<file path="src/rtl/accel_pkg.sv">
// Shared accelerator types: memory controller request/response, bank geometry
// and the tag carried by mem_arbiter for outstanding reads.
package accel_pkg;

  localparam int DATA_WIDTH      = 32;
  localparam int ADDR_WIDTH      = 16;
  localparam int BRAM_BANKS      = 24;
  localparam int BANK_W          = 5;
  localparam int MEM_ARB_MAX_REQ = 8;
  localparam int ARB_ID_W        = $clog2(MEM_ARB_MAX_REQ);

  typedef struct packed {
    logic                  we;
    logic                  re;
    logic [BANK_W-1:0]     bank_sel;
    logic [ADDR_WIDTH-1:0] addr;
    logic [DATA_WIDTH-1:0] data;
  } mem_req_t;

  typedef struct packed {
    logic                  valid;
    logic [DATA_WIDTH-1:0] data;
  } mem_resp_t;

  typedef struct packed {
    logic                valid;
    logic                err;
    logic [ARB_ID_W-1:0] id;
  } arb_tag_t;

  // True when bank exists and is powered; scanning avoids indexing past BRAM_BANKS.
  function automatic logic bank_powered(input logic [BANK_W-1:0]     bank,
                                        input logic [BRAM_BANKS-1:0] pwr);
    logic ok;
    ok = 1'b0;
    for (int b = 0; b < BRAM_BANKS; b++) begin
      if (int'(bank) == b) ok = pwr[b];
    end
    return ok;
  endfunction

endpackage

</file>
<file path="src/rtl/rr_arbiter.sv">
// N-way round-robin pick with its rotating priority pointer; the search starts
// at rr_ptr and the pointer moves past the winner on every accepted grant.
module rr_arbiter #(
  parameter  int N     = 4,
  localparam int PTR_W = (N > 1) ? $clog2(N) : 1
) (
  input  logic             clk,
  input  logic             rst,
  input  logic [N-1:0]     valid,
  input  logic             accept,
  output logic [N-1:0]     grant,
  output logic [PTR_W-1:0] winner,
  output logic             any_valid
);

  logic [PTR_W-1:0] rr_ptr;

  always_comb begin
    int               idx;
    logic [PTR_W-1:0] idx_v;
    grant     = '0;
    winner    = '0;
    any_valid = 1'b0;
    idx       = 0;
    idx_v     = '0;
    for (int k = 0; k < N; k++) begin
      idx = int'(rr_ptr) + k;
      if (idx >= N) idx = idx - N;
      idx_v = PTR_W'(idx);
      if (!any_valid && valid[idx_v]) begin
        any_valid     = 1'b1;
        grant[idx_v]  = 1'b1;
        winner        = idx_v;
      end
    end
  end

  always_ff @(posedge clk or posedge rst) begin
    if (rst) begin
      rr_ptr <= '0;
    end else if (accept && any_valid) begin
      rr_ptr <= (winner == PTR_W'(N - 1)) ? '0 : winner + 1'b1;
    end
  end

endmodule

</file>
<file path="src/rtl/mem_arbiter.sv">
// Round-robin sharing of the memory_controller port with read-tag routing.
// Define MEM_ARB_PWR_CHECK_EN to block requests to missing/unpowered banks.
module mem_arbiter
  import accel_pkg::*;
#(
  parameter int N_REQ  = 4,
  parameter int RD_LAT = 2
) (
  input  logic                  clk,
  input  logic                  rst,
  input  logic [N_REQ-1:0]      req_valid,
  input  mem_req_t              req_in [N_REQ],
  output logic [N_REQ-1:0]      req_ready,
  output logic [N_REQ-1:0]      resp_valid,
  output logic [DATA_WIDTH-1:0] resp_data,
  output logic                  resp_err,
  output mem_req_t              mem_req,
  input  mem_resp_t             mem_resp,
  input  logic [BRAM_BANKS-1:0] bank_power_en,
  output logic                  busy
);

  localparam int SEL_W = (N_REQ > 1) ? $clog2(N_REQ) : 1;

  logic [N_REQ-1:0] grant;
  logic [SEL_W-1:0] win_idx;
  logic             acc;

  rr_arbiter #(.N(N_REQ)) u_rr (
    .clk       (clk),
    .rst       (rst),
    .valid     (req_valid),
    .accept    (acc),
    .grant     (grant),
    .winner    (win_idx),
    .any_valid (acc)
  );

  assign req_ready = grant & {N_REQ{~rst}};

  mem_req_t sel_req;
  mem_req_t mem_req_nxt;
  arb_tag_t iss_tag_nxt;
  arb_tag_t iss_tag_p0;
  arb_tag_t tag_p1 [RD_LAT];
  arb_tag_t head;
  logic     fwd_ok;
  logic     is_wr;
  logic     is_rd;
  logic     busy_nxt;
  logic     resp_hit;

`ifdef MEM_ARB_PWR_CHECK_EN
  assign fwd_ok = bank_powered(sel_req.bank_sel, bank_power_en);
`else
  logic unused_pwr;
  assign unused_pwr = ^bank_power_en;
  assign fwd_ok     = 1'b1;
`endif

  // we+re together counts as a write; neither set is consumed as a no-op.
  always_comb begin
    sel_req        = req_in[win_idx];
    is_wr          = sel_req.we;
    is_rd          = sel_req.re & ~sel_req.we;
    mem_req_nxt    = mem_req;
    mem_req_nxt.we = 1'b0;
    mem_req_nxt.re = 1'b0;
    iss_tag_nxt    = '0;
    if (acc) begin
      mem_req_nxt.bank_sel = sel_req.bank_sel;
      mem_req_nxt.addr     = sel_req.addr;
      mem_req_nxt.data     = sel_req.data;
      mem_req_nxt.we       = is_wr & fwd_ok;
      mem_req_nxt.re       = is_rd & fwd_ok;
      iss_tag_nxt.valid    = is_rd;
      iss_tag_nxt.err      = ~fwd_ok;
      iss_tag_nxt.id       = ARB_ID_W'(win_idx);
    end
  end

  always_comb begin
    busy_nxt = mem_req_nxt.we | mem_req_nxt.re | iss_tag_nxt.valid | iss_tag_p0.valid;
    for (int k = 0; k < RD_LAT - 1; k++) begin
      busy_nxt = busy_nxt | tag_p1[k].valid;
    end
  end

  // Stage p0: issue register (mem_req + tag of the op it carries).
  // Stage p1: tag delay line matching the controller read latency.
  always_ff @(posedge clk or posedge rst) begin
    if (rst) begin
      mem_req    <= '0;
      iss_tag_p0 <= '0;
      busy       <= 1'b0;
      for (int k = 0; k < RD_LAT; k++) tag_p1[k] <= '0;
    end else begin
      mem_req    <= mem_req_nxt;
      iss_tag_p0 <= iss_tag_nxt;
      busy       <= busy_nxt;
      tag_p1[0]  <= iss_tag_p0;
      for (int k = 1; k < RD_LAT; k++) tag_p1[k] <= tag_p1[k-1];
    end
  end

  // Blocked reads answer on their own; good reads wait for the controller strobe.
  assign head = tag_p1[RD_LAT-1];

  always_comb begin
    resp_hit   = head.valid & (head.err | mem_resp.valid);
    resp_valid = '0;
    for (int i = 0; i < N_REQ; i++) begin
      if (resp_hit && (head.id == ARB_ID_W'(i))) resp_valid[i] = 1'b1;
    end
    resp_data = (resp_hit && !head.err) ? mem_resp.data : '0;
  end

`ifdef MEM_ARB_PWR_CHECK_EN
  assign resp_err = resp_hit & head.err;
`else
  assign resp_err = 1'b0;
`endif

endmodule

</file>
<file path="config.mk">
export PLATFORM = sky130hd
export DESIGN_NAME = mem_arbiter
export DESIGN_NICKNAME = d
export VERILOG_FILES = /design/src/rtl/accel_pkg.sv /design/src/rtl/rr_arbiter.sv /design/src/rtl/mem_arbiter.sv
export SDC_FILE = /design/constraint.sdc
export NUM_CORES = 1
export LEC_CHECK = 0
export ABC_AREA = 1
export CAP_MARGIN = 20
export CORE_AREA = 2 2 148 150
export DETAILED_ROUTE_END_ITERATION = 10
export DIE_AREA = 0 0 150 152
export PLACE_DENSITY = 0.62
export SKIP_CTS_REPAIR_TIMING = 1
export SYNTH_ARGS = -nofsm -noshare
export SYNTH_HDL_FRONTEND = slang
export SYNTH_HIERARCHICAL = 1
export SYNTH_SLANG_ARGS = --single-unit
</file>
<file path="constraint.sdc">
create_clock -name clk -period 7.8 [get_ports clk]
set_input_delay 2.34 -clock clk [delete_from_list [all_inputs] [get_ports clk]]
set_output_delay 2.34 -clock clk [all_outputs]
set_load 0.01 [all_outputs]
</file>
==> results.sh <==
export IMPL_crit_buf_inv=5
export IMPL_synth_area_sq_mm=0.005720
export IMPL_worstSetupEndpointType="primary output"
export IMPL_fmax_ghz=0.1480
export IMPL_clock_sinks=66
export IMPL_ant_nets=0
export IMPL_fin_skew_ns=0.006873
export IMPL_vdd_ir_drop_max_uv=463.5
export IMPL_path_max_fanout=3
export IMPL_cp_startpoint="req_valid[3]"
export IMPL_ctsHtreeMaxLevel=3
export IMPL_die_w_microns=150
export IMPL_detail_route_wl_per_cell_microns=13.12
export IMPL_p_comb_share_pct=74.3
export IMPL_vias=6833
export IMPL_path_clk_slew_ns=0.06
export IMPL_dr_first_iter_drc_count=277
export IMPL_worstPathCellList="clkdlybuf4s50_1, inv_1, nand2_1, nand2_1, nand2_1, nand2_1, nand3_2, inv_2, nand2_1, o221ai_1, inv_1, nor2_1, clkdlybuf4s50_1"
export IMPL_async_reset_ff_share_pct=100.0
export IMPL_rows=54
export IMPL_multi_input_area_sq_mm=0.003128
export IMPL_syn2layout_area_growth_pct=69.99
export IMPL_grt_pass1_vias=6213
export IMPL_synthCells=1065
export IMPL_drv_slew=0
export IMPL_ios=380
export IMPL_grt_pass1_wl_microns=33260
export IMPL_seq_area_frac_synth_pct=28.87
export IMPL_grt_remaining_overflow=0
export IMPL_yosys_cell_types_count=29
export IMPL_core_sq_mm=0.02135
export IMPL_setup_tns_ns=0
export IMPL_via_per_inst=4.092
export IMPL_cts_buffers=9
export IMPL_min_from="iss_tag_p0[0]"
export IMPL_setup_ws_ns=1.044
export IMPL_place_congestion=0.8357
export IMPL_initial_core_util_pct=26.79
export IMPL_antenna_found_initial=1
export IMPL_cp_arrival_ns=4.42
export IMPL_layout_min_cycle_time_ns=6.756
export IMPL_swShare_pct=52.03
export IMPL_internal_power_mw=2.073
export IMPL_slew_headroom_pct=30.69
export IMPL_avgSynthCellArea_sq_um=5.371
export IMPL_synth_top_flop_cell="dfrtp_1"
export IMPL_drive_above_1_share_pct=3.669
export IMPL_dp_slack_ns=1.059
export IMPL_fin_crit_sh_pct=86.62
export IMPL_diodes=0
export IMPL_maxCapViolCount=0
export IMPL_critPathTopFamily="buffers and inverters"
export IMPL_ys_warn_count=6
export IMPL_p_leak_nw=5.171
export IMPL_required_ns=5.46
export IMPL_critPathKind="input pin to primary output"
export IMPL_cp_slowest_cell="clkdlybuf4s50_1"
export IMPL_pwr_density_cell_mw_per_mm2=444.5
export IMPL_seq_power_share_pct=15.2
export IMPL_final_cell_mix="461 x nand2_1, 354 x clkdlybuf4s50_1, 255 x nor2_1"
export IMPL_path_common_cell="nand2_1"
export IMPL_ff_latch_area_sq_mm=0.001652
export IMPL_drc_errors=0
export IMPL_grt_usage_pct=18.64
export IMPL_ctsRootBufferMaster="clkbuf_16"
export IMPL_totalWireLength_microns=21920
export IMPL_worst_pin_slew_ns=1.040
export IMPL_hp_class="register to register"
export IMPL_drt_first_pass_iters=5
export IMPL_synth_edf_count=0
export IMPL_cp_slowest_stage_delay_ns=0.55
export IMPL_cts_tree="yes"
export IMPL_grt_max_degree=182
export IMPL_fillers=2293
export IMPL_hpwlAfterDp_microns=16120
export IMPL_crit_path_start_kind="input pin"
export IMPL_synth_seq_cells=66
export IMPL_status="completed"
export IMPL_syn_num_nets=1353
export IMPL_die_h_microns=152
export IMPL_nets=1673
export IMPL_hold_viol=0
export IMPL_power_switching_mw=2.249
export IMPL_ctsLongestPathBuffers=2
export IMPL_final_setup_viol_count=0
export IMPL_rsz0062_at_grt="false"
export IMPL_clk_latency_ns=0.33
export IMPL_final_common_cell="nand2_1"
export IMPL_power_clock_fraction_pct=10.4
export IMPL_dieArea_sq_mm=0.02280
export IMPL_io_buffers=354
stage by stage:
step / area [sq um] / hold WS, ns / cells / utilization (%) / power (mW)
after detailed placement: 9368 / 0.3373 / 1653 / 43.88 / 3.920
final: 9724 / 0.3469 / 1670 / 45.55 / 4.322
after CTS: 9697 / 0.3486 / 1669 / 45.42 / 4.388
after floorplan: 5720 / 0.3312 / 1065 / - / 3.008
after global placement: 9368 / 0.3323 / 1653 / 43.88 / 3.868
after global routing: 9724 / 0.3557 / 1670 / 45.55 / 4.875
state kept, by name, indices dropped and copies added, names as in the netlist, named ones only:
| signal | count |
|---|---|
| busy | 1 |
| head | 3 |
| mem_req | 54 |
| tag_p1 | 3 |
| iss_tag_p0 | 3 |
| u_rr/rr_ptr | 1 |
area by class of cell:
| type | count | area share [%] |
|---|---|---|
| well taps | 280 | 3.603 |
| repair buffers | 360 | 37.11 |
| inverters | 174 | 6.755 |
| flip-flops and latches | 66 | 16.98 |
| clock buffers | 10 | 2.458 |
| multi-input cells | 774 | 32.17 |
| clock inverters | 6 | 0.9264 |
cell usage after synthesis (2+ instances only):
library cell | instances | area [sq um]
a21oi_1 | 3 | 15.01
a22oi_1 | 2 | 15.01
buf_1 | 2 | 7.510
buf_2 | 23 | 115.1
buf_4 | 13 | 97.59
buf_6 | 4 | 45.04
clkbuf_1 | 9 | 33.78
dfrtp_1 | 66 | 1652
ha_1 | 5 | 62.56
inv_1 | 168 | 630.6
inv_2 | 5 | 18.77
nand2_1 | 461 | 1730
nand2_2 | 12 | 75.07
nand2_4 | 3 | 33.78
nand3_1 | 12 | 60.06
nand3_2 | 5 | 50.05
nand4_1 | 2 | 12.51
nor2_1 | 255 | 957.2
nor3_1 | 4 | 20.02
o21ai_1 | 2 | 10.01
cells by family after synthesis:
kind of cell    Yosys count  synth area share [%]
fa+ha+maj                 5                 1.094
compound gates           13                 1.597
other cells               1               0.06555
simple gates            755                 51.68
buf+inv                 225                 16.69
flops                    66                 28.87
worst paths after layout:
path | end | slack [ns] | cells after the start
worst max-delay path | req_ready[0] | 1.04 | 13
worst min-delay path | tag_p1[5] | 0.35 | 0
worst max register to register | mem_req[27] | 3.95 | 16
worst min register to register | tag_p1[5] | 0.35 | 0
max in group asynchronous | mem_req[25] | 4.36 | 3
min in group asynchronous | u_rr/rr_ptr[1] | 2.35 | 2
routing by layer:
layer,global-route usage [%],part of all wire [%],up-vias
li1,-,-,3671
met1,21.08,41,2917
met2,33.49,49,215
met3,4.895,7.7,30
met4,6.514,2.7,0
met5,0,0,-
worst reg2reg max path: stages (launching register included):
cell and delay [ns]:
dfrtp_1 0.53, inv_2 0.19, ha_1 0.38, inv_1 0.18
nand3_1 0.16, o21ai_4 0.11, nand3_1 0.09, nand2_1 0.09
inv_1 0.07, nand2_4 0.60, inv_2 0.52, buf_4 0.40
nor2_1 0.21, nand2_1 0.07, nand2_1 0.07, nand2_1 0.04
nand2_1 0.08
power by group through the flow:
stage / Sequential, mW / Clock, mW / Combinational (mW)
after floorplan: 0.723 / 0 / 2.28
after global placement: 0.658 / 0 / 3.21
after detailed placement: 0.663 / 0 / 3.26
after CTS: 0.660 / 0.465 / 3.26
after global routing: 0.681 / 0.478 / 3.72
final: 0.659 / 0.450 / 3.21
Power figures use the tool's default switching activity.
